### src/rtl/dual_slope_seq.sv
// Dual-slope voltmeter conversion sequencer: auto-zero, fixed 1000-count integrate,
// comparator-terminated de-integrate, then latch of the 000..999 BCD count.
module dual_slope_seq #(
    parameter int AZ_CYCLES = 1000,
    parameter int AZW       = 16
) (
    input  logic       clk,
    input  logic       rst,
    input  logic       run,
    input  logic       abort,
    input  logic       comp,
    output logic       ch_zr,
    output logic       ch_vm,
    output logic       ch_ref,
    output logic       busy,
    output logic       valid,
    output logic       ovr,
    output logic [3:0] dig2,
    output logic [3:0] dig1,
    output logic [3:0] dig0
);
    typedef enum logic [2:0] {
        S_IDLE,
        S_AZ,
        S_INT,
        S_DEINT,
        S_LATCH
    } state_t;

    state_t         r_state;
    logic [AZW-1:0] r_azCnt;
    logic [3:0]     r_cnt2, r_cnt1, r_cnt0;
    logic           r_compMeta, r_compS;
    logic           r_chZr, r_chVm, r_chRef, r_busy, r_valid, r_ovr;
    logic [3:0]     r_dig2, r_dig1, r_dig0;

    state_t         w_next;
    logic           w_cntEn, w_cntClr, w_latchOvr;
    logic           w_cnt999, w_azDone;
    logic [3:0]     w_inc2, w_inc1, w_inc0;

    assign w_cnt999 = (r_cnt2 == 4'd9) && (r_cnt1 == 4'd9) && (r_cnt0 == 4'd9);
    assign w_azDone = (r_azCnt == AZW'(AZ_CYCLES - 1));

    // Decade chain: units always step, carry ripples only on a 9 -> 0 rollover.
    always_comb begin
        w_inc0 = (r_cnt0 == 4'd9) ? 4'd0 : r_cnt0 + 4'd1;
        w_inc1 = r_cnt1;
        w_inc2 = r_cnt2;
        if (r_cnt0 == 4'd9) begin
            w_inc1 = (r_cnt1 == 4'd9) ? 4'd0 : r_cnt1 + 4'd1;
            if (r_cnt1 == 4'd9) begin
                w_inc2 = (r_cnt2 == 4'd9) ? 4'd0 : r_cnt2 + 4'd1;
            end
        end
    end

    always_comb begin
        w_next     = r_state;
        w_cntEn    = 1'b0;
        w_cntClr   = 1'b0;
        w_latchOvr = 1'b0;
        case (r_state)
            S_IDLE: begin
                w_cntClr = 1'b1;
                if (run) w_next = S_AZ;
            end
            S_AZ: begin
                if (w_azDone) w_next = S_INT;
            end
            S_INT: begin
                w_cntEn = 1'b1;
                if (w_cnt999) w_next = S_DEINT;
            end
            S_DEINT: begin
                if (r_compS) begin
                    w_next = S_LATCH;
                end else if (w_cnt999) begin
                    w_next     = S_LATCH;
                    w_latchOvr = 1'b1;
                end else begin
                    w_cntEn = 1'b1;
                end
            end
            S_LATCH: begin
                w_cntClr = 1'b1;
                w_next   = run ? S_AZ : S_IDLE;
            end
            default: w_next = S_IDLE;
        endcase
        if (abort) begin
            w_next   = S_IDLE;
            w_cntEn  = 1'b0;
            w_cntClr = 1'b1;
        end
    end

    // Outputs are decoded from the next state so they line up with r_state without glitches.
    always_ff @(posedge clk or negedge rst) begin
        if (!rst) begin
            r_state    <= S_IDLE;
            r_azCnt    <= '0;
            r_cnt2     <= 4'd0;
            r_cnt1     <= 4'd0;
            r_cnt0     <= 4'd0;
            r_compMeta <= 1'b0;
            r_compS    <= 1'b0;
            r_chZr     <= 1'b1;
            r_chVm     <= 1'b0;
            r_chRef    <= 1'b0;
            r_busy     <= 1'b0;
            r_valid    <= 1'b0;
            r_ovr      <= 1'b0;
            r_dig2     <= 4'd0;
            r_dig1     <= 4'd0;
            r_dig0     <= 4'd0;
        end else begin
            r_compMeta <= comp;
            r_compS    <= r_compMeta;
            r_state    <= w_next;
            r_azCnt    <= (r_state == S_AZ && !w_azDone && !abort) ? r_azCnt + AZW'(1) : '0;
            if (w_cntClr) begin
                r_cnt2 <= 4'd0;
                r_cnt1 <= 4'd0;
                r_cnt0 <= 4'd0;
            end else if (w_cntEn) begin
                r_cnt2 <= w_inc2;
                r_cnt1 <= w_inc1;
                r_cnt0 <= w_inc0;
            end
            r_chZr  <= (w_next == S_IDLE) || (w_next == S_AZ) || (w_next == S_LATCH);
            r_chVm  <= (w_next == S_INT);
            r_chRef <= (w_next == S_DEINT);
            r_busy  <= (w_next != S_IDLE);
            r_valid <= (w_next == S_LATCH);
            if (w_next == S_LATCH) begin
                r_dig2 <= r_cnt2;
                r_dig1 <= r_cnt1;
                r_dig0 <= r_cnt0;
                r_ovr  <= w_latchOvr;
            end
        end
    end

    assign ch_zr  = r_chZr;
    assign ch_vm  = r_chVm;
    assign ch_ref = r_chRef;
    assign busy   = r_busy;
    assign valid  = r_valid;
    assign ovr    = r_ovr;
    assign dig2   = r_dig2;
    assign dig1   = r_dig1;
    assign dig0   = r_dig0;

endmodule

### config.mk
export PLATFORM = sky130hd
export DESIGN_NAME = dual_slope_seq
export DESIGN_NICKNAME = d
export VERILOG_FILES = /design/src/rtl/dual_slope_seq.sv
export SDC_FILE = /design/constraint.sdc
export NUM_CORES = 1
export LEC_CHECK = 0
export ABC_AREA = 1
export CAP_MARGIN = 20
export CORE_AREA = 2 2 75 77
export DETAILED_ROUTE_END_ITERATION = 7
export DIE_AREA = 0 0 77 79
export GPL_TIMING_DRIVEN = 0
export PLACE_DENSITY = 0.72
export SYNTH_ARGS = -nofsm -noshare
export SYNTH_HDL_FRONTEND = slang
export SYNTH_SLANG_ARGS = --single-unit
### constraint.sdc
create_clock -name clk -period 1.5 [get_ports clk]
set_input_delay 0.3 -clock clk [delete_from_list [all_inputs] [get_ports clk]]
set_output_delay 0.3 -clock clk [all_outputs]
set_load 0.05 [all_outputs]
### Word level (Yosys, flattened, before mapping)

Index checks and enable logic that the tools add are counted.

* register bits after elaboration: 51
* bits of input ports: 5
* output and inout port bits: 18
* logic and storage cells: 79

* $add $sub $neg: 4
* eq/ne operators: 12
* muxes and demuxes: 30
* reduce and logical (&&, ||, !) cells: 17

Operator list (count)
* 4-bit 2-to-1 mux: 12
* 3-bit 2-to-1 mux: 6
* 16-bit by 1-bit adder with 16-bit output (second input constant): 1
* 16-bit by 10-bit equality test with 1-bit output (second input constant): 1
* 16-bit 2-to-1 mux: 1
* 3-bit case mux with 5 select lines: 1
* 4-bit by 1-bit adder with 4-bit output (second input constant): 3
* 3-bit by 2-bit equality test with 1-bit output (second input constant): 4
* 4-bit equality test (second input constant): 3
* 1-bit 2-to-1 mux: 9
* 3-bit by 1-bit equality test with 1-bit output (second input constant): 2
* 3-bit equality test (second input constant): 2
* 3-bit zero test: 2
* 2-bit nonzero test: 3
* 1-bit logical AND: 4
* 3-bit AND reduction: 1
* 3-bit nonzero test: 1
* 1-bit zero test: 2
* 1-bit logical OR: 2
* 1-bit case mux with 2 select lines: 1
* 2-bit AND reduction: 1
* 2-bit OR reduction: 1

### Longest topological paths before layout

Gate-level depths: netlist of run 1.

* depth after elaboration: 10
* depth in mapped cells: 11
* mapped depth without buffers: 11

### Worst setup path before layout of run 1

OpenSTA, ideal clock, no wires.

* kind: register to register
* from: register r_cnt0[1]
* to: register r_dig0[2], in the netlist dig0[2]
* setup time: 0.120 ns
* data arrival time: 1.445 ns
* data required time: 1.380 ns
* setup slack: -0.064 ns
* stages on the path, launching flop included: 11
* path buffers: 1
* period minus slack after synthesis: 1.564 ns
* path through: dfrtp_1 inv_1 ha_1 nand2_1 nor2_2 nand3_2 a21oi_2 nand2_2 buf_6 nand2_1 o21ai_2

* word-level cells in the longest chain between the ends: 7
* elaborated cells on any way between the ends: 8
* those cells by class: eq/ne: 2; mux: 5; reduce/logical: 1

RTL lines
* start: declaration: line 32 `logic [3:0] r_cnt2, r_cnt1, r_cnt0;`
* start signal: assignment: line 129 `r_cnt0 <= w_inc0;`
* 4-bit equality test (*): line 42 `assign w_cnt999 = (r_cnt2 == 4'd9) && (r_cnt1 == 4'd9) && (r_cnt0 == 4'd9);`
* 1-bit logical AND (*): line 42
* 3-bit 2-to-1 mux: line 78 `end else if (w_cnt999) begin`
* 3-bit 2-to-1 mux: line 76 `if (r_compS) begin`
* 3-bit case mux with 5 select lines (*): line 63 `case (r_state)`
* 3-bit 2-to-1 mux (*): line 91 `if (abort) begin`
* 3-bit equality test (*): line 136 `if (w_next == S_LATCH) begin`
* end signal: assignment: line 139 `r_dig0 <= r_cnt0;`
* end: declaration: line 35 `logic [3:0] r_dig2, r_dig1, r_dig0;`

Mark *: on every way between the ends. The rest lies on a longest branch, timed or not.
A chain may end at the register's enable or synchronous reset.

### Final worst setup path of run 1

* from: register r_cnt0[1]
* to: register r_cnt2[1]

* word-level cells in the longest chain between the ends: 8
* elaborated cells on any way between the ends: 9
* those cells by class: eq/ne: 1; mux: 4; reduce/logical: 4

RTL lines
* 4-bit equality test (*): line 42, 50
* 1-bit logical AND: line 42
* 1-bit 2-to-1 mux: line 78
* 1-bit 2-to-1 mux: line 76
* 1-bit case mux with 2 select lines: line 63
* 1-bit 2-to-1 mux: line 91
* 2-bit nonzero test (no source line)
* 3-bit AND reduction (no source line) (*)
* end signal: assignment: line 127 `r_cnt2 <= w_inc2;`
* end: declaration: line 32

Marks and branches as above.

==> results of run 1 <==
worst max-delay path, cell delays in order (launching register included):
cell     delay [ns]
dfrtp_1        0.40
inv_2          0.09
ha_4           0.16
nand2_4        0.06
nor2_4         0.12
nand3_4        0.10
buf_4          0.16
nand2_4        0.08
nand3_4        0.17
nand2_8        0.16
nand2_1        0.07
o21ai_1        0.09
worst paths after layout:
path / cells after the start / to / slack (ns)
worst max-delay path: 11 / r_cnt2[1] / -0.22
worst min-delay path: 0 / r_compS / 0.38
worst max register to register: 11 / r_cnt2[1] / -0.22
worst min register to register: 0 / r_compS / 0.38
max in group asynchronous: 3 / r_cnt1[0] / 0.50
min in group asynchronous: 2 / r_azCnt[12] / 0.46
final cells by class:
class	instances	area (sq um)	area share, %
Buffer	3	46.29	1.289
Clock buffer	6	82.58	2.299
Clock inverter	2	35.03	0.9753
Inverter	36	142.6	3.971
Multi-Input combinational cell	216	1391	38.73
Sequential cell	51	1281	35.67
Tap cell	72	90.09	2.508
Timing Repair Buffer	55	523.0	14.56
cells in the mapped netlist (all sizes together):
| cell | n | area share (%) |
|---|---|---|
| nor3b | 3 | 0.87 |
| xor2 | 9 | 3.1 |
| nor3 | 10 | 2.1 |
| nand2 | 81 | 12 |
| or2 | 1 | 0.24 |
| dfrtp | 50 | 49 |
| nand3 | 19 | 4.4 |
| o22ai | 1 | 0.24 |
| buf | 3 | 1.1 |
| dfstp | 1 | 1.0 |
| nor2 | 50 | 8.7 |
| nand3b | 1 | 0.29 |
| nand4 | 4 | 0.97 |
| o21bai | 1 | 0.29 |
| a211o | 1 | 0.34 |
| inv | 36 | 5.2 |
| a31oi | 1 | 0.24 |
| ha | 7 | 3.4 |
| a21oi | 6 | 1.3 |
| xnor2 | 1 | 0.34 |
| o21ai | 19 | 4.9 |
sequential cells by signal (all words and copies together), names as in the netlist:
name,cells
r_compMeta,1
r_state,3
valid,1
ch_vm,1
r_azCnt,16
ovr,1
dig1,4
dig0,4
ch_ref,1
r_cnt2,4
r_compS,1
r_cnt0,4
busy,1
r_cnt1,4
dig2,4
ch_zr,1
report_power, final:
| group | total [mW] | internal, mW | switching, mW |
|---|---|---|---|
| registers | 1.40 | 1.39 | 0.0126 |
| logic | 0.210 | 0.0747 | 0.135 |
| clock network | 1.02 | 0.540 | 0.477 |
cells by family after synthesis:
group,synth area share (%)
xor gates and xnor gates,3.398
and+or+nand+nor,30.05
DFF,49.56
buffers and inverters,6.310
adders and majority gates,3.398
AOI/OAI and AO/OA,7.282
repair_timing:
| item | CTS | global route |
|---|---|---|
| buffers inserted | 20 | 10 |
| gates resized for setup | 86 | 33 |
| cloned | 3 | 0 |
| hold buffers | 1 | 0 |
| endpoints found under the setup margin | 60 | 51 |
| pin swaps | 12 | 9 |
| hold endpoints to repair | 18 | 0 |
layer usage:
layer	up-vias	global-route usage, %	wire [um]
li1	1094	-	-
met1	1079	26.11	2621
met2	46	39.82	3433
met3	14	3.182	208
met4	0	7.679	149
met5	-	0	0
==> metrics.txt, run 1 <==
Mapped Cells 305; initial antenna violation count 0; Rows 27; Place WS -0.3213 ns; share of cells above drive strength 1 34.42%; I/O Pins 23; commonest non-fill, non-tap cell in the layout nand2_1; post-layout instance area 3592 sq um; WHS 0.3849 ns; Syn Area/Cell 8.451 sq um; final net count 380; hold_sp r_compMeta; total number of yosys warnings 0; critical path arrival 1.96 ns; Setup Crit Path Kind register to register; ANT nets after route 0; maxcap violations 0; Hold Vio Cnt, Final 0; utilization after layout 67.30%; drt drc 0; Synth-to-Final Area Change 39.37%; cts bufs inserted 5; Fin Setup TNS -4.927 ns; Post-Syn Area 2577 sq um; crit path from r_cnt0[1]; worst skew pair latency 0.31 ns; f_max 581.1 MHz; Die Ht 79 um; Max-Slew Margin vs Limit 67.32%; all-layer global routing usage 21.72%; Final Cycle Share 114.7%; status complete, but fails checks; setup slack after layout -0.2210 ns; Post-DP HPWL 3769 um; grt total ovfl 0; Crit. End Element register; filler instances 411; #FFs+latches synth 51; failing checks setup timing; Die Footprint 6083 sq um; required time worst endpoint 1.74 ns; CTS tree yes; H-tree depth 2; unrepaired setup endpoints after global routing yes; Final Non-Filler Cells 441; global-route wire length before repair 10390 um; sequential share of the synthesized area 49.56%; Overall Power 2.630 mW; hold crit path type register to register; vias 2233; clock tree buffer depth 2; RD Place Congestion 0.8385; area of placed instances 2950 sq um; Max IR drop VDD 0.0006220 V; CTS clk-pin slew, worst paths 0.09 ns; Port Buffers 22; Core ar. 5338 sq um; largest net degree at the start of global routing 33; die span in x 77 um; placed cells 400; max-slew violation count 0; initial DRC count 93; number of global-route vias before repair 2222; Net Count, Synth 317; total wire length 6411 um; WL/cell 14.54 um; Root Buffer clkbuf_8; TritonCTS Sinks 51; clk_skew 0.004847 ns; Leak 1.682 nW; reg2reg start r_cnt0[1]; Max Fanout on Critical Path 8; final setup violation count 32; PD cells 732.1 nW/um^2; minimum clock period 1.721 ns; routed vias/inst 5.063; Pre-Repair DR Iteration Count 4; Unique masters post-synth 34; Starting Density 48.29%; nature of the critical path startpoint register; worst slew pin tran 0.4921 ns; commonest non-fill, non-tap cells in the layout nand2_1, dfrtp_1, nor2_1; # diodes 0
No activity file was read; power rests on OpenSTA's default activity.
==> run 2: changes to the inputs <==
Settings changed: CTS_CLUSTER_DIAMETER set to 100.
==> results of run 2 <==
Same layout as run 1: the final DEF is identical, and so are final timing and power.
==> run 3: changes to the inputs <==
Settings changed: CTS_CLUSTER_SIZE set to 8.
==> results of run 3 <==
Same layout as run 1: the final DEF is identical, and so are final timing and power.
